==> src/rtl/ipsmacge_rxpackn.sv <==
// rtl/ipsmacge_rxpackn.sv - rx line-to-word packer with abort-safe FWFT output FIFO
// Optional frame/drop counters: define IPSMACGE_RXPACKN_STAT_EN
module ipsmacge_rxpackn #(
    parameter int DAT_DW  = 8,
    parameter int DAT_EW  = 4,
    parameter int MAC_DW  = 32,
    parameter int MAC_BW  = 2,
    parameter int MAC_EW  = 5,
    parameter int FIFO_AW = 3
) (
    input  logic              rxclk,
    input  logic              rxrst_,
    input  logic [DAT_DW-1:0] rx_idat,
    input  logic              rx_ivld,
    input  logic              rx_isop,
    input  logic              rx_ieop,
    input  logic [DAT_EW-1:0] rx_ierr,
    input  logic              upact,
    output logic [MAC_DW-1:0] out_dat,
    output logic [MAC_BW-1:0] out_nob,
    output logic              out_vld,
    input  logic              out_rdy,
    output logic              out_sop,
    output logic              out_eop,
    output logic [MAC_EW-1:0] out_err,
    output logic              ovrerr,
    output logic [15:0]       frm_cnt,
    output logic [15:0]       drp_cnt
);
    localparam int LANES = MAC_DW / DAT_DW;
    localparam int DEPTH = 2 ** FIFO_AW;
    localparam int WW    = 2 + MAC_EW + MAC_BW + MAC_DW;
    localparam int CW    = FIFO_AW + 2;

    typedef enum logic [1:0] {IDLE, PACK, DROP} state_t;

    state_t              state, nxt_state;
    logic [MAC_BW-1:0]   lane, nxt_lane;
    logic [MAC_DW-1:0]   acc, nxt_acc, cur_dat, sop_dat;
    logic [DAT_EW-1:0]   err_acc, nxt_err, new_err;
    logic                sopp, nxt_sopp, start;
    logic                va, vb, ovr, frm_add;
    logic [WW-1:0]       na, nb;
    logic [1:0]          drp_add;
    logic [WW-1:0]       p0, p1, od;
    logic                v0, v1, ov;
    logic [WW-1:0]       mem [DEPTH];
    logic [FIFO_AW-1:0]  wp, rp;
    logic [FIFO_AW:0]    mcnt;
    logic                rd, wr, full, load_out, bypass, mw, mr;
    logic [CW-1:0]       proj;

    function automatic logic [WW-1:0] mkword(input logic s, input logic e,
                                             input logic [MAC_EW-1:0] er,
                                             input logic [MAC_BW-1:0] n,
                                             input logic [MAC_DW-1:0] d);
        return {s, e, er, n, d};
    endfunction

    assign rd       = ov & out_rdy;
    assign full     = (CW'(mcnt) + CW'(ov)) == CW'(DEPTH);
    assign wr       = v0 & ~full;
    assign load_out = ~ov | rd;
    assign bypass   = load_out & (mcnt == '0) & wr;
    assign mw       = wr & ~bypass;
    assign mr       = load_out & (mcnt != '0);
    // Words already owed to the FIFO, including the close pipeline, net of this cycle's read
    assign proj     = CW'(mcnt) + CW'(ov) + CW'(v0) + CW'(v1) - CW'(rd);

    always_comb begin
        nxt_state = state;
        nxt_lane  = lane;
        nxt_acc   = acc;
        nxt_err   = err_acc;
        nxt_sopp  = sopp;
        va = 1'b0; vb = 1'b0; na = '0; nb = '0;
        ovr = 1'b0; drp_add = 2'd0; frm_add = 1'b0; start = 1'b0;
        cur_dat = acc;
        for (int i = 0; i < LANES; i++)
            if (lane == MAC_BW'(i)) cur_dat[MAC_DW-1-i*DAT_DW -: DAT_DW] = rx_idat;
        sop_dat = '0;
        sop_dat[MAC_DW-1 -: DAT_DW] = rx_idat;
        new_err = err_acc | rx_ierr;
        if (rx_ivld) begin
            case (state)
                IDLE: start = rx_isop;
                PACK: begin
                    if (rx_isop) begin
                        // Truncated frame: flush what we hold as an aborted eop word
                        va = 1'b1;
                        na = mkword(sopp, 1'b1, {1'b1, err_acc},
                                    (lane == '0) ? '0 : lane - MAC_BW'(1),
                                    (lane == '0) ? '0 : acc);
                        ovr = 1'b1; drp_add = 2'd1; start = 1'b1;
                    end else if (rx_ieop || lane == MAC_BW'(LANES-1)) begin
                        nxt_acc = '0; nxt_lane = '0; nxt_err = new_err;
                        nxt_state = rx_ieop ? IDLE : PACK;
                        if (proj <= CW'(DEPTH-2)) begin
                            va = 1'b1;
                            na = mkword(sopp, rx_ieop, rx_ieop ? {1'b0, new_err} : '0, lane, cur_dat);
                            frm_add = rx_ieop; nxt_sopp = 1'b0;
                        end else begin
                            ovr = 1'b1; drp_add = 2'd1;
                            if (!rx_ieop) nxt_state = DROP;
                            // Once the sop word is out the consumer must see a terminator
                            if (!sopp) begin
                                va = 1'b1;
                                na = mkword(1'b0, 1'b1, {1'b1, new_err}, '0, '0);
                            end
                        end
                    end else begin
                        nxt_acc = cur_dat; nxt_lane = lane + MAC_BW'(1); nxt_err = new_err;
                    end
                end
                DROP: if (rx_ieop) nxt_state = IDLE;
                default: nxt_state = IDLE;
            endcase
            if (start) begin
                nxt_acc = '0; nxt_lane = '0; nxt_err = rx_ierr; nxt_sopp = 1'b1;
                if (!upact) begin
                    drp_add = drp_add + 2'd1;
                    nxt_state = rx_ieop ? IDLE : DROP;
                end else if (rx_ieop) begin
                    nxt_state = IDLE;
                    if (proj + CW'(va) <= CW'(DEPTH-2)) begin
                        vb = 1'b1; frm_add = 1'b1;
                        nb = mkword(1'b1, 1'b1, {1'b0, rx_ierr}, '0, sop_dat);
                    end else begin
                        ovr = 1'b1; drp_add = drp_add + 2'd1;
                    end
                end else begin
                    nxt_acc = sop_dat; nxt_lane = MAC_BW'(1); nxt_state = PACK;
                end
            end
        end
    end

    always_ff @(posedge rxclk or negedge rxrst_) begin
        if (!rxrst_) begin
            state <= IDLE; lane <= '0; acc <= '0; err_acc <= '0; sopp <= 1'b0;
            p0 <= '0; p1 <= '0; v0 <= 1'b0; v1 <= 1'b0; ovrerr <= 1'b0;
        end else begin
            state <= nxt_state; lane <= nxt_lane; acc <= nxt_acc;
            err_acc <= nxt_err; sopp <= nxt_sopp; ovrerr <= ovr;
            // Two-entry close queue: a truncation can close two words in one cycle
            if (v1) begin
                p0 <= p1; v0 <= 1'b1; p1 <= va ? na : nb; v1 <= va | vb;
            end else if (va) begin
                p0 <= na; v0 <= 1'b1; p1 <= nb; v1 <= vb;
            end else begin
                p0 <= nb; v0 <= vb; v1 <= 1'b0;
            end
        end
    end

    always_ff @(posedge rxclk) begin
        if (mw) mem[wp] <= p0;
    end

    always_ff @(posedge rxclk or negedge rxrst_) begin
        if (!rxrst_) begin
            wp <= '0; rp <= '0; mcnt <= '0; ov <= 1'b0; od <= '0;
        end else begin
            if (load_out) begin
                if (mr) begin
                    od <= mem[rp]; ov <= 1'b1; rp <= rp + FIFO_AW'(1);
                end else if (wr) begin
                    od <= p0; ov <= 1'b1;
                end else begin
                    od <= '0; ov <= 1'b0;
                end
            end
            if (mw) wp <= wp + FIFO_AW'(1);
            mcnt <= mcnt + {FIFO_AW'(0), mw} - {FIFO_AW'(0), mr};
        end
    end

    assign {out_sop, out_eop, out_err, out_nob, out_dat} = od;
    assign out_vld = ov;

`ifdef IPSMACGE_RXPACKN_STAT_EN
    logic [15:0] frm_q, drp_q;
    logic [16:0] frm_sum, drp_sum;
    assign frm_sum = {1'b0, frm_q} + 17'(frm_add);
    assign drp_sum = {1'b0, drp_q} + 17'(drp_add);
    always_ff @(posedge rxclk or negedge rxrst_) begin
        if (!rxrst_) begin
            frm_q <= '0; drp_q <= '0;
        end else begin
            frm_q <= frm_sum[16] ? 16'hFFFF : frm_sum[15:0];
            drp_q <= drp_sum[16] ? 16'hFFFF : drp_sum[15:0];
        end
    end
    assign frm_cnt = frm_q;
    assign drp_cnt = drp_q;
`else
    logic unused_stat;
    assign unused_stat = ^{frm_add, drp_add};
    assign frm_cnt = '0;
    assign drp_cnt = '0;
`endif
endmodule

==> config.mk <==
export PLATFORM = sky130hd
export DESIGN_NAME = ipsmacge_rxpackn
export DESIGN_NICKNAME = d
export VERILOG_FILES = /design/src/rtl/ipsmacge_rxpackn.sv
export SDC_FILE = /design/constraint.sdc
export NUM_CORES = 1
export LEC_CHECK = 0
export ABC_CLOCK_PERIOD_IN_PS = 7000
export CAP_MARGIN = 0
export CORE_MARGIN = 10
export CORE_UTILIZATION = 35
export CTS_CLUSTER_DIAMETER = 40
export DETAILED_ROUTE_END_ITERATION = 16
export GPL_ROUTABILITY_DRIVEN = 1
export PLACE_DENSITY = 0.53
export SYNTH_ARGS = -nofsm -noshare
export SYNTH_HDL_FRONTEND = slang
export SYNTH_SLANG_ARGS = --single-unit
==> constraint.sdc <==
create_clock -name rxclk -period 7 [get_ports rxclk]
set_input_delay 1.4 -clock rxclk [delete_from_list [all_inputs] [get_ports rxclk]]
set_output_delay 1.4 -clock rxclk [all_outputs]
set_load 0.01 [all_outputs]
# Word level (Yosys, flattened, before mapping)

Memories as Yosys holds them, arrays and structs flattened.
Index checks and enable logic that the tools add are counted.

Add/sub/neg operators: 11
$lt $le $gt $ge: 2
Equal/unequal tests: 11
Multiplexer cells: 85
Bitwise gates (word level): 12
Reduce and logical (&&, ||, !) cells: 13

Operators with widths:

| kind                                                                              | count |
|---|---|
| 41-bit 2-to-1 mux                                                                 | 16 |
| 32-bit 2-to-1 mux                                                                 | 7 |
| 40-bit 2-to-1 mux                                                                 | 1 |
| 1-bit 2-to-1 mux                                                                  | 38 |
| 8-bit 2-to-1 mux                                                                  | 4 |
| 2-bit 2-to-1 mux                                                                  | 13 |
| 4-bit 2-to-1 mux                                                                  | 4 |
| 5-bit by 1-bit adder with 5-bit output                                            | 3 |
| 5-bit by 3-bit less-or-equal comparator with 1-bit output (second input constant) | 2 |
| 5-bit AND reduction                                                               | 2 |
| 3-bit inequality test (second input constant)                                     | 3 |
| 2-bit nonzero test                                                                | 4 |
| 3-bit by 1-bit adder with 3-bit output (second input constant)                    | 2 |
| 1-bit AND                                                                         | 6 |
| 2-bit == test (second input constant)                                             | 3 |
| 2-bit one-hot mux with 3 select lines                                             | 1 |
| 4-bit by 1-bit adder with 5-bit output                                            | 1 |
| 5-bit by 4-bit == test with 1-bit output (second input constant)                  | 1 |
| 5-bit by 1-bit subtractor with 5-bit output                                       | 1 |
| 4-bit by 1-bit adder with 4-bit output                                            | 1 |
| 2-bit by 1-bit == test with 1-bit output (second input constant)                  | 2 |
| 2-bit zero test                                                                   | 2 |
| 4-bit zero test                                                                   | 1 |
| 4-bit bitwise OR                                                                  | 1 |
| other kinds (12)                                                                  | 15 |

Flip-flop bits (word level): 178
RAM bits: 328
Bits of input ports: 19
Output and inout port bits: 75
Memories kept: 1

Memories:

| name | words | bits a word | rd ports | clocked after memory_dff | write ports | RTL line | text |
|---|---|---|---|---|---|---|---|
| mem  | 8     | 41          | 1        | 0                        | 1           | 47       | `logic [WW-1:0] mem [DEPTH];` |

# Longest topological paths before layout

Depth after elaboration: 19
Mapped depth: 21
Gate-level depth less buffers: 20

# Worst setup path before layout

Ideal clock, no wire load.

Kind: input -> register
Start point: input out_rdy
End point: memory mem[2][0] (netlist bit), enable pin
Library setup time: 0.499 ns
Data arrival time: 5.114 ns
Path slack: 1.387 ns
Stages on the path: 6
Path buffers: 1
Path through: nand2b_1 nand2_1 and2_1 clkbuf_1 nand2b_1 nor3b_1

Cells in the longest elaborated chain, start to end: 8

RTL lines:

| element                                | RTL line | text |
|---|---|---|
| start: declaration                     | 22       | `input logic out_rdy,` |
| 1-bit AND                              | 60       | `assign rd = ov & out_rdy;` |
| 1-bit bitwise OR                       | 63       | `assign load_out = ~ov \| rd;` |
| 1-bit AND (2 in series)                | 64       | `assign bypass = load_out & (mcnt == '0) & wr;` |
| 1-bit NOT                              | 65       | `assign mw = wr & ~bypass;` |
| 1-bit AND                              | 65       |  |
| 1-bit 2-to-1 mux                       | 157      | `if (mw) mem[wp] <= p0;` |
| 1-bit 2-to-1 mux (implied by the code) | 157      |  |
| end: declaration                       | 47       |  |

Every way passes these cells.

# Final worst setup path

Start point: input out_rdy
End point: register p0[37]

Cells in the longest elaborated chain, start to end: 17

RTL lines:

| element                                                   | RTL line | text |
|---|---|---|
| 1-bit AND *                                               | 60       |  |
| 5-bit by 1-bit subtractor with 5-bit output *             | 68       | `assign proj = CW'(mcnt) + CW'(ov) + CW'(v0) + CW'(v1) - CW'(rd);` |
| 5-bit by 3-bit less-or-equal comparator with 1-bit output | 98       | `if (proj <= CW'(DEPTH-2)) begin` |
| 1-bit 2-to-1 mux                                          | 98       |  |
| 1-bit 2-to-1 mux                                          | 95       | `end else if (rx_ieop \|\| lane == MAC_BW'(LANES-1)) begin` |
| 1-bit 2-to-1 mux                                          | 88       | `if (rx_isop) begin` |
| 1-bit 2-to-1 mux                                          | 85       | `case (state)` |
| 1-bit 2-to-1 mux                                          | 84       | `if (rx_ivld) begin` |
| 5-bit by 1-bit adder with 5-bit output                    | 125      | `if (proj + CW'(va) <= CW'(DEPTH-2)) begin` |
| 5-bit by 3-bit less-or-equal comparator with 1-bit output | 125      |  |
| 41-bit 2-to-1 mux                                         | 125      |  |
| 41-bit 2-to-1 mux                                         | 123      | `end else if (rx_ieop) begin` |
| 41-bit 2-to-1 mux                                         | 120      | `if (!upact) begin` |
| 41-bit 2-to-1 mux                                         | 118      | `if (start) begin` |
| 41-bit 2-to-1 mux                                         | 84       |  |
| 41-bit 2-to-1 mux *                                       | 148      | `end else if (va) begin` |
| 41-bit 2-to-1 mux *                                       | 146      | `if (v1) begin` |
| end signal: assignment                                    | 147      | `p0 <= p1; v0 <= 1'b1; p1 <= va ? na : nb; v1 <= va \| vb;` |
| end signal: assignment                                    | 149      | `p0 <= na; v0 <= 1'b1; p1 <= nb; v1 <= vb;` |
| end signal: assignment                                    | 151      | `p0 <= nb; v0 <= vb; v1 <= 1'b0;` |
| end: declaration                                          | 45       | `logic [WW-1:0] p0, p1, od;` |

Mark *: on every way between the ends. The rest lies on a longest branch, timed or not. The select of a mux whose other input is x is not followed.
A chain may end at the register's enable or synchronous reset.

==> results.yml <==
synthesis:
  synth_warnings: 0
  cells_after_synthesis: 1335
  synth-edff-count: 328
  syn-cell-area_um2: 21000
  async_reset_ff_share_pct: 35.2
  postSynth.topFlopCell: "sky130_fd_sc_hd__edfxtp_1"
  post_synth.cell_area_avg_um2: 15.8
  synth_sequential_area_ratio_pct: 68.0
  postSynthRegisterBits: 506
  distinct_cell_type_count_of_the_synthesized_netlist: 68
setup_path:
  reg2regPathDepth: 20
  reg2reg_start: "v1$_DFF_PN0_"
  worstPathMaxFanout: 7
  critical_path.startpoint: "out_rdy"
  critical_path_class: "in2reg"
  end_kind: "flip-flop"
  worstReg2RegEnd: "p0[37]$_DFF_PN0_"
  critical_path_required_ps: 7530
  startpoint_type: "primary input"
  r2r_slack_ps: 1660
  worstPathArrival_ps: 6430
timing:
  final_min_period_over_clock_period_pct: 84.2
  hold_violations_final: 0
  timing.final.crit_period_ps: 5900
  relSlewSlack_pct: 17.1
  setup-tns-final_ps: 0
  worstMarginPinSlew_ps: 1240
  clock_skew_ps: 18.2
  setup_violations: 0
  grt_setup_unrepaired: "false"
  timing.final.max_slew_violations: 0
  maxClockFrequency_mhz: 170
global_routing:
  first_global_vias: 12558
  overflow: 0
  gr-usage-all-layers_pct: 14.3
  grt_first_pass_wirelength_um: 77800
  grt_max_degree: 68
  grt_antenna_before_repair: 1
layout:
  drive_above_1_share_pct: 19.0
  area_growth_syn_to_layout_pct: 18.8
  layout.cells.most_common: "sky130_fd_sc_hd__edfxtp_1"
  nNetsFinal: 1454
  num_antenna_cells: 0
  layout.cell_area.non_filler_um2: 25000
  fin_util_pct: 42.2
  most-common-layout-cells: "sky130_fd_sc_hd__edfxtp_1 (328), sky130_fd_sc_hd__dfrtp_1 (174), sky130_fd_sc_hd__mux4_2 (82), sky130_fd_sc_hd__clkbuf_16 (77), sky130_fd_sc_hd__a22o_1 (76)"
clock_tree:
  cts_inserted_buffers: 75
  clk_pin_slew_worst_paths_ps: 50
  numClockSinks: 506
  cts_tree: "yes"
  cts.hold.buffers_added: 0
  post_cts_setup_repair_buffer_count: 0
  root_buffer: "sky130_fd_sc_hd__clkbuf_16"
  cts_max_level: 3
  max-clock-path-buffers: 3
  worstSkewPairLatency_ps: 600
  cts_repair_resize_count: 0
hold_path:
  hold_end: "p1[4]$_DFFE_PN0P_"
  hold_path_depth: 2
  hold_removal_path_class: "reg2reg"
  min_from: "p1[4]$_DFFE_PN0P_"
placement:
  placement.cell_area_um2: 22400
  detailed_placement_hpwl_um: 29400
  weighted_congestion_reported_at_the_end_of_routability_driven_placement: 0.759
  numPortBuffers: 61
route:
  viasPerCell: 5.30
  number_of_optimization_iterations_in_the_first_detailed_route_pass: 7
  drc: 0
  routed-via-count: 11897
  routed_wirelength_um: 50300
  detailed_router_s_first_iteration_violation_count: 804
  remaining_antenna_violation_count: 0
  drt_wl_cell_um: 22.4
job:
  max_cap_violations: 0
run_status:
  run_status: "complete, no violations"
floorplan:
  ios: 94
  placeableCoreArea_um2: 59200
  start_util_pct: 35.5
  fp-row-count: 89
  floorplan.die.width_um: 265
  floorplan.die_area_um2: 70300
  die_height_um: 265
pwr:
  vdd_drop_max_mv: 0.194
  p_per_area_nw_per_um2: 408
  leakage_nw: 9.13
==> cells in the mapped netlist (7+ instances only) <==
cell,count,area share (%)
sky130_fd_sc_hd__clkbuf_1,52,0.93
sky130_fd_sc_hd__buf_1,17,0.30
sky130_fd_sc_hd__o21ai_0,44,1.0
sky130_fd_sc_hd__a211oi_1,8,0.29
sky130_fd_sc_hd__buf_2,17,0.40
sky130_fd_sc_hd__a32oi_1,17,0.71
sky130_fd_sc_hd__a31oi_1,27,0.80
sky130_fd_sc_hd__nor3_1,9,0.21
sky130_fd_sc_hd__nand2_1,55,0.98
sky130_fd_sc_hd__a22oi_1,26,0.93
sky130_fd_sc_hd__a221o_1,16,0.76
sky130_fd_sc_hd__mux4_2,82,8.8
sky130_fd_sc_hd__mux2i_1,43,2.0
sky130_fd_sc_hd__ha_1,24,1.4
sky130_fd_sc_hd__a21oi_1,42,1.0
sky130_fd_sc_hd__nand3_1,24,0.57
sky130_fd_sc_hd__edfxtp_1,328,47
sky130_fd_sc_hd__buf_4,34,1.2
sky130_fd_sc_hd__and2_1,20,0.59
sky130_fd_sc_hd__inv_1,30,0.54
sky130_fd_sc_hd__a22o_1,76,3.2
sky130_fd_sc_hd__nor4_1,7,0.21
sky130_fd_sc_hd__dfrtp_1,178,21
sky130_fd_sc_hd__and3_1,14,0.42
sky130_fd_sc_hd__nor2_1,60,1.1
==> per-stage QoR <==
step | power, mW | hold WS (ps) | instances | setup WS, ps
2_1_floorplan | 5.60 | 442 | 1366 | 1390
3_3_place_gp | 6.43 | 457 | 2104 | 658
3_5_place_dp | 6.48 | 470 | 2104 | 521
4_1_cts | 10.3 | 483 | 2244 | 1140
5_1_grt | 10.7 | 501 | 2244 | 808
6_report | 10.2 | 481 | 2244 | 1100
==> metal layers <==
metal	up-vias	track usage, %	routed length [um]
li1	5327	-	-
met1	6206	18.6	22300
met2	303	23.9	24600
met3	61	2.89	2500
met4	0	4.41	830
met5	-	0	0
==> sequential cells by signal, indices dropped and copies added (netlist names), 2 cells and up <==
| signal | cells |
|---|---|
| rp | 3 |
| err_acc | 4 |
| p0 | 41 |
| state | 2 |
| lane | 2 |
| mem | 328 |
| wp | 3 |
| p1 | 41 |
| acc | 32 |
| od | 41 |
| mcnt | 4 |
==> layout make-up <==
type / count / area [um2]
clock inverter: 60 / 654
multi-input combinational: 709 / 6190
sequential: 506 / 14300
tap: 773 / 967
clock buffer: 80 / 1950
inverter: 30 / 113
timing repair buffer: 86 / 802
fill: 5353 / 34300
==> worst max path at each step <==
| stage | cells after the start | end | slack, ps |
|---|---|---|---|
| after CTS | 21 | p0[37]$_DFF_PN0_ | 1140 |
| after global placement | 21 | p1[36]$_DFFE_PN0P_ | 660 |
| final | 21 | p0[37]$_DFF_PN0_ | 1100 |
| after floorplan | 6 | mem[2][0]$_DFFE_PP_ | 1390 |
| after global routing | 22 | p0[37]$_DFF_PN0_ | 810 |
| after detailed placement | 21 | p0[37]$_DFF_PN0_ | 520 |
==> worst max-delay path: stages <==
cell	delay [ps]
sky130_fd_sc_hd__clkdlybuf4s50_1	560
sky130_fd_sc_hd__and2_1	160
sky130_fd_sc_hd__ha_1	220
sky130_fd_sc_hd__inv_1	70
sky130_fd_sc_hd__fa_1	180
sky130_fd_sc_hd__inv_1	60
sky130_fd_sc_hd__fa_1	460
sky130_fd_sc_hd__xnor2_1	350
sky130_fd_sc_hd__nand3_1	160
sky130_fd_sc_hd__o21a_1	200
sky130_fd_sc_hd__nand4_1	90
sky130_fd_sc_hd__buf_4	170
sky130_fd_sc_hd__a21boi_0	110
sky130_fd_sc_hd__ha_1	230
sky130_fd_sc_hd__ha_1	320
sky130_fd_sc_hd__nand3b_1	100
sky130_fd_sc_hd__mux2i_1	140
sky130_fd_sc_hd__or3b_2	500
sky130_fd_sc_hd__o311a_1	410
sky130_fd_sc_hd__nor2_1	310
sky130_fd_sc_hd__a221o_1	210
==> cells by family (layout without fill, tap and decap cells) <==
group           after synthesis  after routing  synth area share (%)
xor+xnor                     10             10                 0.482
flops                       506            506                  68.0
mux                         127            127                  10.9
fa+ha+maj                    27             27                  1.71
simple gates                224            224                  5.27
other cells                   1             32                0.0178
buf+inv                     151            256                  3.44
compound gates              289            289                  10.1
==> report_power, final <==
part	internal, mW	switching (mW)
Clock	2.32	1.49
Combinational	1.14	1.47
Sequential	3.48	0.299
(Power assumes the default switching activity.)
